### src/rtl/arb_pkg.sv
// rtl/arb_pkg.sv - shared constants, state type and rotation helper for rr_arbiter8
package arb_pkg;

  localparam int NUM_REQ = 8;
  localparam int ID_W    = 3;

  typedef enum logic {
    IDLE  = 1'b0,
    GRANT = 1'b1
  } state_t;

  // Rotate an 8-bit vector left by n; a right rotation by p is a left rotation by -p mod 8.
  function automatic logic [NUM_REQ-1:0] rot_left8(input logic [NUM_REQ-1:0] v,
                                                   input logic [ID_W-1:0]    n);
    logic [2*NUM_REQ-1:0] dbl;
    dbl = {v, v} << n;
    return dbl[2*NUM_REQ-1:NUM_REQ];
  endfunction

endpackage

### src/rtl/pri_enc8.sv
// rtl/pri_enc8.sv - combinational first-one finder, lowest set bit wins
module pri_enc8
  import arb_pkg::*;
(
  input  logic [NUM_REQ-1:0] vec,
  output logic [ID_W-1:0]    idx,
  output logic               any
);

  // Scan from the top down so the lowest set bit is the last assignment and wins.
  always_comb begin
    idx = '0;
    any = 1'b0;
    for (int i = NUM_REQ - 1; i >= 0; i--) begin
      if (vec[i]) begin
        idx = ID_W'(i);
        any = 1'b1;
      end
    end
  end

endmodule

### src/rtl/rr_arbiter8.sv
// rtl/rr_arbiter8.sv - 8-way round-robin arbiter with optional bounded hold time
module rr_arbiter8
  import arb_pkg::*;
#(
  parameter int MAX_HOLD = 16
) (
  input  logic               clk,
  input  logic               rst_n,
  input  logic               en,
  input  logic [NUM_REQ-1:0] req,
  output logic [NUM_REQ-1:0] gnt,
  output logic [ID_W-1:0]    gnt_id,
  output logic               gnt_valid,
  output logic               timeout
);

  state_t               state_q, state_d;
  logic [ID_W-1:0]      ptr_q, ptr_d;
  logic [7:0]           hold_cnt_q, hold_cnt_d;
  logic [NUM_REQ-1:0]   gnt_q, gnt_d;
  logic [ID_W-1:0]      id_q, id_d;
  logic                 timeout_q, timeout_d;

  logic [NUM_REQ-1:0]   rot_req;
  logic [ID_W-1:0]      rel_idx;
  logic [ID_W-1:0]      sel_id;
  logic                 any_req;
  logic                 owner_req;
  logic                 hold_lim;

  // Rotate so the pointer position lands on bit 0, find the first one, then undo the rotation.
  assign rot_req = rot_left8(req, 3'd0 - ptr_q);

  pri_enc8 u_pri_enc8 (
    .vec (rot_req),
    .idx (rel_idx),
    .any (any_req)
  );

  assign sel_id    = rel_idx + ptr_q;
  assign owner_req = req[id_q];
  assign hold_lim  = (MAX_HOLD != 0) && (hold_cnt_q == 8'(MAX_HOLD));

  // State register.
  always_ff @(posedge clk) begin
    if (!rst_n) state_q <= IDLE;
    else        state_q <= state_d;
  end

  // Next state: grant when anything is requested and enabled; leave on release or hold limit.
  always_comb begin
    state_d = state_q;
    case (state_q)
      IDLE:    if (en && any_req) state_d = GRANT;
      GRANT:   if (!owner_req || hold_lim) state_d = IDLE;
      default: state_d = IDLE;
    endcase
  end

  // Next register values for grant, pointer, hold counter and timeout pulse; release beats timeout.
  always_comb begin
    gnt_d      = gnt_q;
    id_d       = id_q;
    ptr_d      = ptr_q;
    hold_cnt_d = hold_cnt_q;
    timeout_d  = 1'b0;
    case (state_q)
      IDLE: begin
        gnt_d = '0;
        if (en && any_req) begin
          gnt_d      = NUM_REQ'(1) << sel_id;
          id_d       = sel_id;
          hold_cnt_d = 8'd1;
        end
      end
      GRANT: begin
        if (!owner_req) begin
          gnt_d = '0;
          ptr_d = id_q + 3'd1;
        end else if (hold_lim) begin
          gnt_d     = '0;
          ptr_d     = id_q + 3'd1;
          timeout_d = 1'b1;
        end else if (hold_cnt_q != 8'hFF) begin
          hold_cnt_d = hold_cnt_q + 8'd1;
        end
      end
      default: gnt_d = '0;
    endcase
  end

  // Datapath registers; reset drops any grant without a timeout pulse.
  always_ff @(posedge clk) begin
    if (!rst_n) begin
      gnt_q      <= '0;
      id_q       <= '0;
      ptr_q      <= '0;
      hold_cnt_q <= '0;
      timeout_q  <= 1'b0;
    end else begin
      gnt_q      <= gnt_d;
      id_q       <= id_d;
      ptr_q      <= ptr_d;
      hold_cnt_q <= hold_cnt_d;
      timeout_q  <= timeout_d;
    end
  end

  assign gnt       = gnt_q;
  assign gnt_id    = id_q;
  assign gnt_valid = |gnt_q;
  assign timeout   = timeout_q;

endmodule

### config.mk
export PLATFORM = sky130hd
export DESIGN_NAME = rr_arbiter8
export DESIGN_NICKNAME = d
export VERILOG_FILES = /design/src/rtl/arb_pkg.sv /design/src/rtl/pri_enc8.sv /design/src/rtl/rr_arbiter8.sv
export SDC_FILE = /design/constraint.sdc
export NUM_CORES = 1
export LEC_CHECK = 0
export CAP_MARGIN = 15
export CORE_ASPECT_RATIO = 1.1
export CORE_MARGIN = 4
export CORE_UTILIZATION = 50
export DETAILED_ROUTE_END_ITERATION = 16
export GPL_ROUTABILITY_DRIVEN = 0
export PLACE_DENSITY_LB_ADDON = 0.2
export SYNTH_ARGS = -nofsm -noshare
export SYNTH_HDL_FRONTEND = slang
export SYNTH_SLANG_ARGS = --single-unit
### constraint.sdc
create_clock -name clk -period 3.7 [get_ports clk]
set_input_delay 0.555 -clock clk [delete_from_list [all_inputs] [get_ports clk]]
set_output_delay 0.555 -clock clk [all_outputs]
set_load 0.05 [all_outputs]
==> results of run 1 <==
[sequential cells by signal, summed over array words and instances (netlist names)]
signal	cells
ptr_q	3
gnt_id	3
hold_cnt_q	8
state_q	1
gnt	8
timeout	1
[Yosys cell counts (all sizes together) (3+ instances only)]
cell    instances  area (sq um)
dfxtp          24           480
nand3          23           115
nand2          22          82.6
nor2           20          75.1
o21ai          19          95.1
a21oi          12          60.1
inv            10          37.5
mux2            9           101
nor3            8          40.0
mux2i           7          70.1
xnor2           7          61.3
buf             6          36.3
ha              5          62.6
a211oi          4          30.0
nor4            4          40.0
nand3b          3          22.5
nor4b           3          32.5
or3             3          18.8
[where the power goes]
| group | internal (mW) | switching, mW | leakage (nW) |
|---|---|---|---|
| sequential | 0.270 | 0.0125 | 0.195 |
| combinational | 0.146 | 0.180 | 0.625 |
| clock | 0.0381 | 0.0734 | 0.0138 |
| total | 0.454 | 0.266 | 0.834 |
[repair_timing]
| item | in CTS | in global routing |
|---|---|---|
| hold buffers | 0 | 0 |
| buffers inserted | 0 | 0 |
| resized for setup | 0 | 10 |
| setup endpoints to repair | 0 | 9 |
[final cells by class]
cell class,instances,share of cell area
multi-input cells,185,0.566
inverters,11,0.0179
repair buffers,45,0.171
flip-flops and latches,24,0.209
clock buffers,3,0.00976
well taps,48,0.0260
[cells by family (layout without fill, tap and decap cells)]
kind of cell    count (synthesis)  in the layout  synth area share
simple gates                   99             99             0.291
compound gates                 53             53             0.186
flops                          24             24             0.264
buf+inv                        19             59            0.0468
mux                            18             18             0.123
xor+xnor                        9              9            0.0434
fa+ha+maj                       6              6            0.0455
[how the worst min path moves through the flow]
stage | startpoint | end | slack [ns] | cells after the start
6_report | gnt[7] | gnt[7] | 0.48 | 2
5_1_grt | gnt[7] | gnt[7] | 0.51 | 2
4_1_cts | gnt[7] | gnt[7] | 0.49 | 2
3_5_place_dp | gnt[7] | gnt[7] | 0.47 | 2
3_3_place_gp | gnt[3] | gnt[3] | 0.46 | 2
2_1_floorplan | ptr_q[1] | ptr_q[1] | 0.46 | 2
[layer usage]
layer,up-vias,part of all wire,track usage
li1,928,-,-
met1,851,0.43,0.241
met2,40,0.51,0.355
met3,12,0.029,0.0204
met4,0,0.028,0.0922
met5,-,0,0
[stage by stage]
step                power, mW  std cells  worst slack [ns]  hold slack (ns)
global placement        0.596        313            0.0181            0.464
CTS                     0.712        316            0.0362            0.490
finish                  0.720        316             0.200            0.484
detailed placement      0.603        313           -0.0440            0.472
floorplan               0.493        228          -0.00280            0.463
global route            0.766        316            0.0115            0.510
[worst register-to-register path: stages (launching register included)]
cell and delay (ns):
sky130_fd_sc_hd__dfxtp_2 0.35, sky130_fd_sc_hd__inv_1 0.09, sky130_fd_sc_hd__ha_4 0.34, sky130_fd_sc_hd__mux2_2 0.37
sky130_fd_sc_hd__mux2i_1 0.26, sky130_fd_sc_hd__o21ai_0 0.20, sky130_fd_sc_hd__nand3b_1 0.20, sky130_fd_sc_hd__a21o_1 0.20
sky130_fd_sc_hd__a32oi_1 0.22, sky130_fd_sc_hd__fa_1 0.50, sky130_fd_sc_hd__or3_4 0.40, sky130_fd_sc_hd__nor3_2 0.13
sky130_fd_sc_hd__o21ai_0 0.11, sky130_fd_sc_hd__nand3_1 0.10
==> flow_summary.toml, run 1 <==
[status]
outcome = "complete, no violations"

[synth]
synth_edf_count = 0
synth.ff_latch_count = 24
yosysWarningCount = 0
synth.cell_area_sq_mm = 0.00182
ys_types = 53
postSynth.asyncResetShare = 0
synth_cells = 228
synthesis.area_per_instance_sq_um = 7.97
syn-num-nets = 245
synth_top_flop_cell = "sky130_fd_sc_hd__dfxtp_1"
sequential_fraction_of_the_synthesis_area = 0.264

[clock_tree]
tritoncts = "built"
clock_sink_count = 24
cts-htree-levels = 1
clock_tree_buffer_depth = 2
clk_transition_reported_paths_ns = 0.12
cts-root-buf = "sky130_fd_sc_hd__clkbuf_4"
insertion_delay_of_the_later_clocked_pin_in_the_worst_skew_pair_ns = 0.31
tritoncts.num_buffers = 3

[global_routing]
global_route_wire_length_before_repair_microns = 7530
grt_pass1_vias = 1720
globalRouteTotalUtil = 0.201
antenna_found_initial = 0
grt_start_max_net_pins = 23
globalRouteOverflowTotal = 0

[die]
die_x_microns = 65.5
ioPinCount = 24
initial_utilization = 0.532
die_height_microns = 71.2
design.core.area_sq_mm = 0.00341
floorplan.die_area_sq_mm = 0.00466
fp_rows = 22

[critical_path]
worst-path-stages = 13
worst-r2r-cell-count = 13
crit_path_category = "reg -> reg"
r2r-start = "ptr_q[1]"
critical_path_buf_inv_count = 1
worst_path_max_delay_cell = "sky130_fd_sc_hd__fa_1"
regToRegEndpoint = "gnt[2]"
worst-path-max-fanout = 7
critical-path-top-delay-family = "adder cells"
crit_path_end_kind = "flop"
cp_cell_sequence = "inv_1 -> ha_4 -> mux2_2 -> mux2i_1 -> o21ai_0 -> nand3b_1 -> a21o_1 -> a32oi_1 -> fa_1 -> or3_4 -> nor3_2 -> o21ai_0 -> nand3_1"
critPathMostFrequentCell = "sky130_fd_sc_hd__o21ai_0"
cp_slowest_stage_delay_ns = 0.50
capture_point_of_the_worst_path = "gnt[2]"
rrSetupSlack_ns = 0.20
worst-endpoint-required_ns = 3.96
timing.critical_path.from = "ptr_q[1]"
critPathLaunchType = "flop"
critPathArrivalTime_ns = 3.76

[run]
cap_viol_max_count = 0

[drt]
wl_per_cell_microns = 14.3
detailroute.via_count = 1831
drc_viols = 0
postRouteAntennaNets = 0
route.detailed.vias_per_inst = 5.79
route.final.wire_length_microns = 4510
drtIter0Drc = 101
detailedRoute.firstPassIterationCount = 4

[placement]
port_buffers = 23
hpwlAfterDp_microns = 3540
place_area_sq_mm = 0.00224

[cells_and_area]
layout.filler_cells = 306
final_core_utilization = 0.676
seqCellArea_sq_um = 482
ant_diodes = 0
final_cell_mix = "sky130_fd_sc_hd__nand3_1 (23), sky130_fd_sc_hd__dfxtp_1 (23), sky130_fd_sc_hd__clkdlybuf4s50_1 (23)"
drive_gt1_frac = 0.198
post-route-cell-area_sq_mm = 0.00231
finalNetCount = 287
multiInputGateArea_sq_mm = 0.00131
synthToLayoutAreaGrowth_pct = 27.1

[power_and_ir_drop]
power_leakage_nw = 0.834
power-per-cell-area_mw_per_mm2 = 312
peakVddDrop_mv = 0.138

[sta]
slew_violations = 0
slew_headroom = 0.631
worst_pin_slew_ns = 0.548
grt_setup_unrepaired = "false"
final.setup_skew_ns = 0.00248
fmax_mhz = 286
layout_min_cycle_time_ns = 3.50
setup-tns-final_ns = 0
hold_viol = 0
timing.final.setup_violations = 0
finalCritPeriodShare = 0.946

[min_path]
hold_class = "reg -> reg"
(Power assumes the default switching activity.)
==> run 2: changes to the inputs <==
--- a/config.mk
+++ b/config.mk
@@ -6,7 +6,7 @@
 export NUM_CORES = 1
 export LEC_CHECK = 0
 export CAP_MARGIN = 15
-export CORE_ASPECT_RATIO = 1.1
+export CORE_ASPECT_RATIO = 0.75
 export CORE_MARGIN = 4
 export CORE_UTILIZATION = 50
 export DETAILED_ROUTE_END_ITERATION = 16
==> run 2 against run 1 <==
Register-to-register slack worse by 0.02 ns. Core utilization is 1.4 points higher. Design area grew 1.7%. Clock-buffer cell count increased by 1. Sequential power barely moved. Clock skew up 0.0010 ns. Critical path depth is 1 higher. Critical path type is now in -> reg. Highest routed layer unchanged.
==> flow_summary.toml, run 2 (synthesis results as in run 1) <==
[run]
cap_viol_max_count = 0

[sta]
timing.final.setup_violations = 0
slew_headroom = 0.574
setup-tns-final_ns = 0
finalCritPeriodShare = 0.971
hold_viol = 0
layout_min_cycle_time_ns = 3.59
fmax_mhz = 278
worst_pin_slew_ns = 0.632
slew_violations = 0
final.setup_skew_ns = 0.00348

[cells_and_area]
ant_diodes = 0
final_cell_mix = "sky130_fd_sc_hd__dfxtp_1 (24), sky130_fd_sc_hd__nand3_1 (23), sky130_fd_sc_hd__clkdlybuf4s50_1 (23)"
post-route-cell-area_sq_mm = 0.00235
final_core_utilization = 0.691
layout.filler_cells = 285
drive_gt1_frac = 0.190
synthToLayoutAreaGrowth_pct = 29.3
mostFrequentLayoutCell = "sky130_fd_sc_hd__dfxtp_1"
finalNetCount = 287

[power_and_ir_drop]
peakVddDrop_mv = 0.281
power-per-cell-area_mw_per_mm2 = 337
power_leakage_nw = 0.856
intPower_mw = 0.511
p_switching_mw = 0.281
power_frac_clock = 0.226
switching_share = 0.355
seq_power_share = 0.358
combinationalPowerShare = 0.416

[placement]
place_area_sq_mm = 0.00224
hpwlAfterDp_microns = 3580
port_buffers = 23

[clock_tree]
clk_transition_reported_paths_ns = 0.09
clock_tree_buffer_depth = 2
holdBufCountCts = 0
tritoncts = "built"
tritoncts.num_buffers = 3
cts-root-buf = "sky130_fd_sc_hd__clkbuf_8"
cts-htree-levels = 1
clock_sink_count = 24
insertion_delay_of_the_later_clocked_pin_in_the_worst_skew_pair_ns = 0.26

[drt]
detailedRoute.firstPassIterationCount = 5
route.final.wire_length_microns = 4770
drtIter0Drc = 148
route.detailed.vias_per_inst = 5.85
postRouteAntennaNets = 0
detailroute.via_count = 1867
drc_viols = 0
wl_per_cell_microns = 14.9

[die]
design.core.area_sq_mm = 0.00340
ioPinCount = 24
die_height_microns = 60.2
floorplan.die_area_sq_mm = 0.00467
fp_rows = 18
die_x_microns = 77.6
initial_utilization = 0.534

[global_routing]
grt_start_max_net_pins = 23
antenna_found_initial = 0
globalRouteTotalUtil = 0.209
globalRouteOverflowTotal = 0
grt_pass1_vias = 1580
global_route_wire_length_before_repair_microns = 7750

[status]
outcome = "complete, no violations"

[critical_path]
rrSetupSlack_ns = 0.18
worst-path-max-fanout = 5
r2r-start = "ptr_q[1]"
crit_path_category = "in -> reg"
critPathLaunchType = "primary input"
worst-endpoint-required_ns = 3.91
worst-r2r-cell-count = 15
regToRegEndpoint = "gnt[2]"
crit_path_end_kind = "flop"
critPathArrivalTime_ns = 3.81

[min_path]
hold_class = "reg -> reg"
worst_hold_startpoint = "gnt[7]"
min_delay_path_depth = 2
hold_end = "gnt[7]"
[run 2: how the worst max path moves through the flow]
stage | startpoint | to
global placement | req[5] | gnt[2]
detailed placement | req[5] | gnt[2]
global route | req[5] | gnt[2]
finish | req[5] | gnt[2]
floorplan | ptr_q[0] | gnt[2]
CTS | ptr_q[1] | gnt_id[2]
[run 2: power by group through the flow]
stage	Combinational, mW	Sequential, mW	Clock, mW
2_1_floorplan	0.182	0.311	0
3_3_place_gp	0.305	0.289	0
3_5_place_dp	0.307	0.289	0
4_1_cts	0.311	0.283	0.183
5_1_grt	0.356	0.286	0.195
6_report	0.329	0.284	0.179
[run 2: layout make-up]
type,instances,area [sq um],area share
Multi-Input combinational cell,185,1310,0.558
Tap cell,50,62.6,0.0266
Sequential cell,24,480,0.205
Clock buffer,4,55.1,0.0234
Timing Repair Buffer,45,399,0.170
Inverter,11,41.3,0.0176
[run 2: routing by layer]
layer / global-route usage / up-vias / share of wire
met2: 0.291 / 59 / 0.41
met4: 0.0228 / 0 / 0.0023
met5: 0 / - / 0
met3: 0.0648 / 2 / 0.076
met1: 0.319 / 876 / 0.52
li1: - / 930 / -
[run 2: critical path: stages]
cell                              delay (ns)
sky130_fd_sc_hd__clkdlybuf4s50_1        0.55
sky130_fd_sc_hd__mux2_2                 0.35
sky130_fd_sc_hd__mux2_2                 0.26
sky130_fd_sc_hd__a211oi_1               0.23
sky130_fd_sc_hd__o21ai_0                0.11
sky130_fd_sc_hd__a21oi_1                0.16
sky130_fd_sc_hd__o32ai_1                0.10
sky130_fd_sc_hd__ha_1                   0.19
sky130_fd_sc_hd__inv_1                  0.07
sky130_fd_sc_hd__fa_2                   0.45
sky130_fd_sc_hd__or3_4                  0.41
sky130_fd_sc_hd__nor3_4                 0.13
sky130_fd_sc_hd__o21ai_0                0.13
sky130_fd_sc_hd__nand3_1                0.10
[run 2: what timing repair did]
action / CTS / global route
pin swaps: 0 / 1
resized for setup: 1 / 11
hold endpoints to repair: 0 / 0
setup endpoints to repair: 1 / 9
buffers inserted: 0 / 1
[run 2: through the flow]
step	hold WS (ns)	instances	setup slack, ns	power (mW)
2_1_floorplan	0.463	228	-0.00280	0.493
3_3_place_gp	0.473	314	0.0251	0.594
3_5_place_dp	0.465	314	-0.0768	0.596
4_1_cts	0.478	318	0.0505	0.777
5_1_grt	0.505	319	-0.0312	0.836
6_report	0.475	319	0.106	0.792
==> run 3: changes to the inputs <==
--- a/config.mk
+++ b/config.mk
@@ -8,8 +8,9 @@
 export CAP_MARGIN = 15
 export CORE_ASPECT_RATIO = 0.75
 export CORE_MARGIN = 4
-export CORE_UTILIZATION = 50
+export CORE_UTILIZATION = 60
 export DETAILED_ROUTE_END_ITERATION = 16
+export DONT_BUFFER_PORTS = 1
 export GPL_ROUTABILITY_DRIVEN = 0
 export PLACE_DENSITY_LB_ADDON = 0.2
 export SYNTH_ARGS = -nofsm -noshare
==> constraint.sdc (replaced) <==
create_clock -name clk -period 4.5 [get_ports clk]
set_input_delay 0.675 -clock clk [delete_from_list [all_inputs] [get_ports clk]]
set_output_delay 0.675 -clock clk [all_outputs]
set_load 0.01 [all_outputs]
==> run 3 against run 2 <==
Clock-buffer cell count shrank 1. Register-to-register slack gained 0.097 ns. Total power shrank 25%. Final cell count shrank 18%.
==> flow_summary.toml, run 3 (synthesis results as in run 1) <==
[drt]
postRouteAntennaNets = 0
drtIter0Drc = 249
wl_per_cell_microns = 18.3
drc_viols = 0
route.final.wire_length_microns = 4820
detailedRoute.firstPassIterationCount = 5
route.detailed.vias_per_inst = 6.69
detailroute.via_count = 1759

[clock_tree]
tritoncts = "built"
holdBufCountCts = 0
clock_tree_buffer_depth = 2
postCtsSetupRepairBufs = 0
clock_sink_count = 24
tritoncts.num_buffers = 3
cts-root-buf = "sky130_fd_sc_hd__clkbuf_8"
insertion_delay_of_the_later_clocked_pin_in_the_worst_skew_pair_ns = 0.27
cts-htree-levels = 1
clk_transition_reported_paths_ns = 0.09
ctsResizeCount = 0

[sta]
slew_violations = 0
timing.final.ws_setup_ns = 0.277
worst_pin_slew_ns = 0.710
timing.final.setup_violations = 0
fmax_mhz = 237
hold_viol = 0
setup-tns-final_ns = 0
slew_headroom = 0.522
finalCritPeriodShare = 0.938
final.setup_skew_ns = 0.0125
grt_setup_unrepaired = "false"
final.hold.worst_slack_ns = 0.527
layout_min_cycle_time_ns = 4.22

[die]
ioPinCount = 24
floorplan.die_area_sq_mm = 0.00398
die_height_microns = 55.7
design.core.area_sq_mm = 0.00274
initial_utilization = 0.662
fp_rows = 16
die_x_microns = 71.5

[critical_path]
worst_path_max_delay_cell = "sky130_fd_sc_hd__dfxtp_1"
crit_path_category = "reg -> reg"
worst-r2r-cell-count = 16
cp_cell_sequence = "inv_2 -> ha_1 -> buf_4 -> mux2i_1 -> nand2_1 -> a31oi_1 -> o21ai_0 -> a31oi_1 -> o32ai_1 -> ha_1 -> inv_1 -> fa_1 -> or3_1 -> nor3_1 -> o21ai_0 -> nand3_1"
critPathLaunchType = "flop"
crit_path_end_kind = "flop"
critPathArrivalTime_ns = 4.44
worst-endpoint-required_ns = 4.72
worst-path-max-fanout = 13
cp_slowest_stage_delay_ns = 0.53

[cells_and_area]
synthToLayoutAreaGrowth_pct = 5.23
drive_gt1_frac = 0.106
mostFrequentLayoutCell = "sky130_fd_sc_hd__dfxtp_1"
final_cell_mix = "sky130_fd_sc_hd__dfxtp_1 (24), sky130_fd_sc_hd__nand3_1 (23), sky130_fd_sc_hd__nand2_1 (22)"
ant_diodes = 0
finalNetCount = 245
final_core_utilization = 0.697

[power_and_ir_drop]
design_power_total_mw = 0.597
power_frac_clock = 0.316
peakVddDrop_mv = 0.241
intPower_mw = 0.411
power-per-cell-area_mw_per_mm2 = 312
combinationalPowerShare = 0.286
power_leakage_nw = 0.670
p_switching_mw = 0.186
switching_share = 0.311
seq_power_share = 0.399

[status]
outcome = "complete, no violations"

[min_path]
hold_class = "reg -> reg"
min_delay_path_depth = 2

[global_routing]
antenna_found_initial = 0
globalRouteTotalUtil = 0.242
global_route_wire_length_before_repair_microns = 7810
globalRouteOverflowTotal = 0
grt_start_max_net_pins = 23
grt_pass1_vias = 1605

[placement]
place_worst_setup_slack_ns = 0.419
port_buffers = 0
hpwlAfterDp_microns = 3650

[run]
cap_viol_max_count = 0
-- run 3: cell types whose count changed in the layout (fill, tap and decap cells not counted), sizes merged --
| cell | delta |
|---|---|
| buf | -19 |
| bufinv | +1 |
| clkbuf | -1 |
| clkdlybuf4s50 | -23 |
-- run 3: layout make-up --
class,instances,area (sq um)
clock buffer,3,41.3
sequential,24,480
multi-input combinational,185,1250
fill,199,831
timing repair buffer,3,22.5
inverter,11,41.3
tap,36,45.0
clock inverter,1,30.0
-- run 3: per-layer routing --
layer,up-vias,global-route usage,wire [microns]
met5,-,0,0
met4,0,0.0643,102
met3,14,0.0668,460
met2,109,0.366,2180
met1,794,0.337,2080
li1,842,-,-
-- run 3: worst max-delay path, delay by kind of cell (launching register included) --
kind            cells  cell delay, ns
flops               1            0.53
buf+inv             3            0.47
simple gates        4            0.86
mux                 1            0.36
fa+ha+maj           3            1.08
compound gates      5            0.87
-- run 3: through the flow --
step | instance area [sq um] | cells
final | 1910 | 263
after global routing | 1910 | 263
after CTS | 1910 | 263
after detailed placement | 1840 | 259
after global placement | 1840 | 259
after floorplan | 1820 | 228
-- run 3: power groups by stage --
stage	Clock (mW)	Sequential (mW)	Combinational, mW
floorplan	0	0.238	0.136
global placement	0	0.242	0.156
detailed placement	0	0.243	0.165
CTS	0.190	0.238	0.166
global route	0.203	0.240	0.184
finish	0.188	0.238	0.171
-- run 3: path summary, 6_finish.rpt --
kind / start / to / slack [ns]
worst min register to register: hold_cnt_q[4] / hold_cnt_q[4] / 0.53
worst max-delay path: ptr_q[0] / gnt[2] / 0.28
worst max register to register: ptr_q[0] / gnt[2] / 0.28
worst min-delay path: hold_cnt_q[4] / hold_cnt_q[4] / 0.53
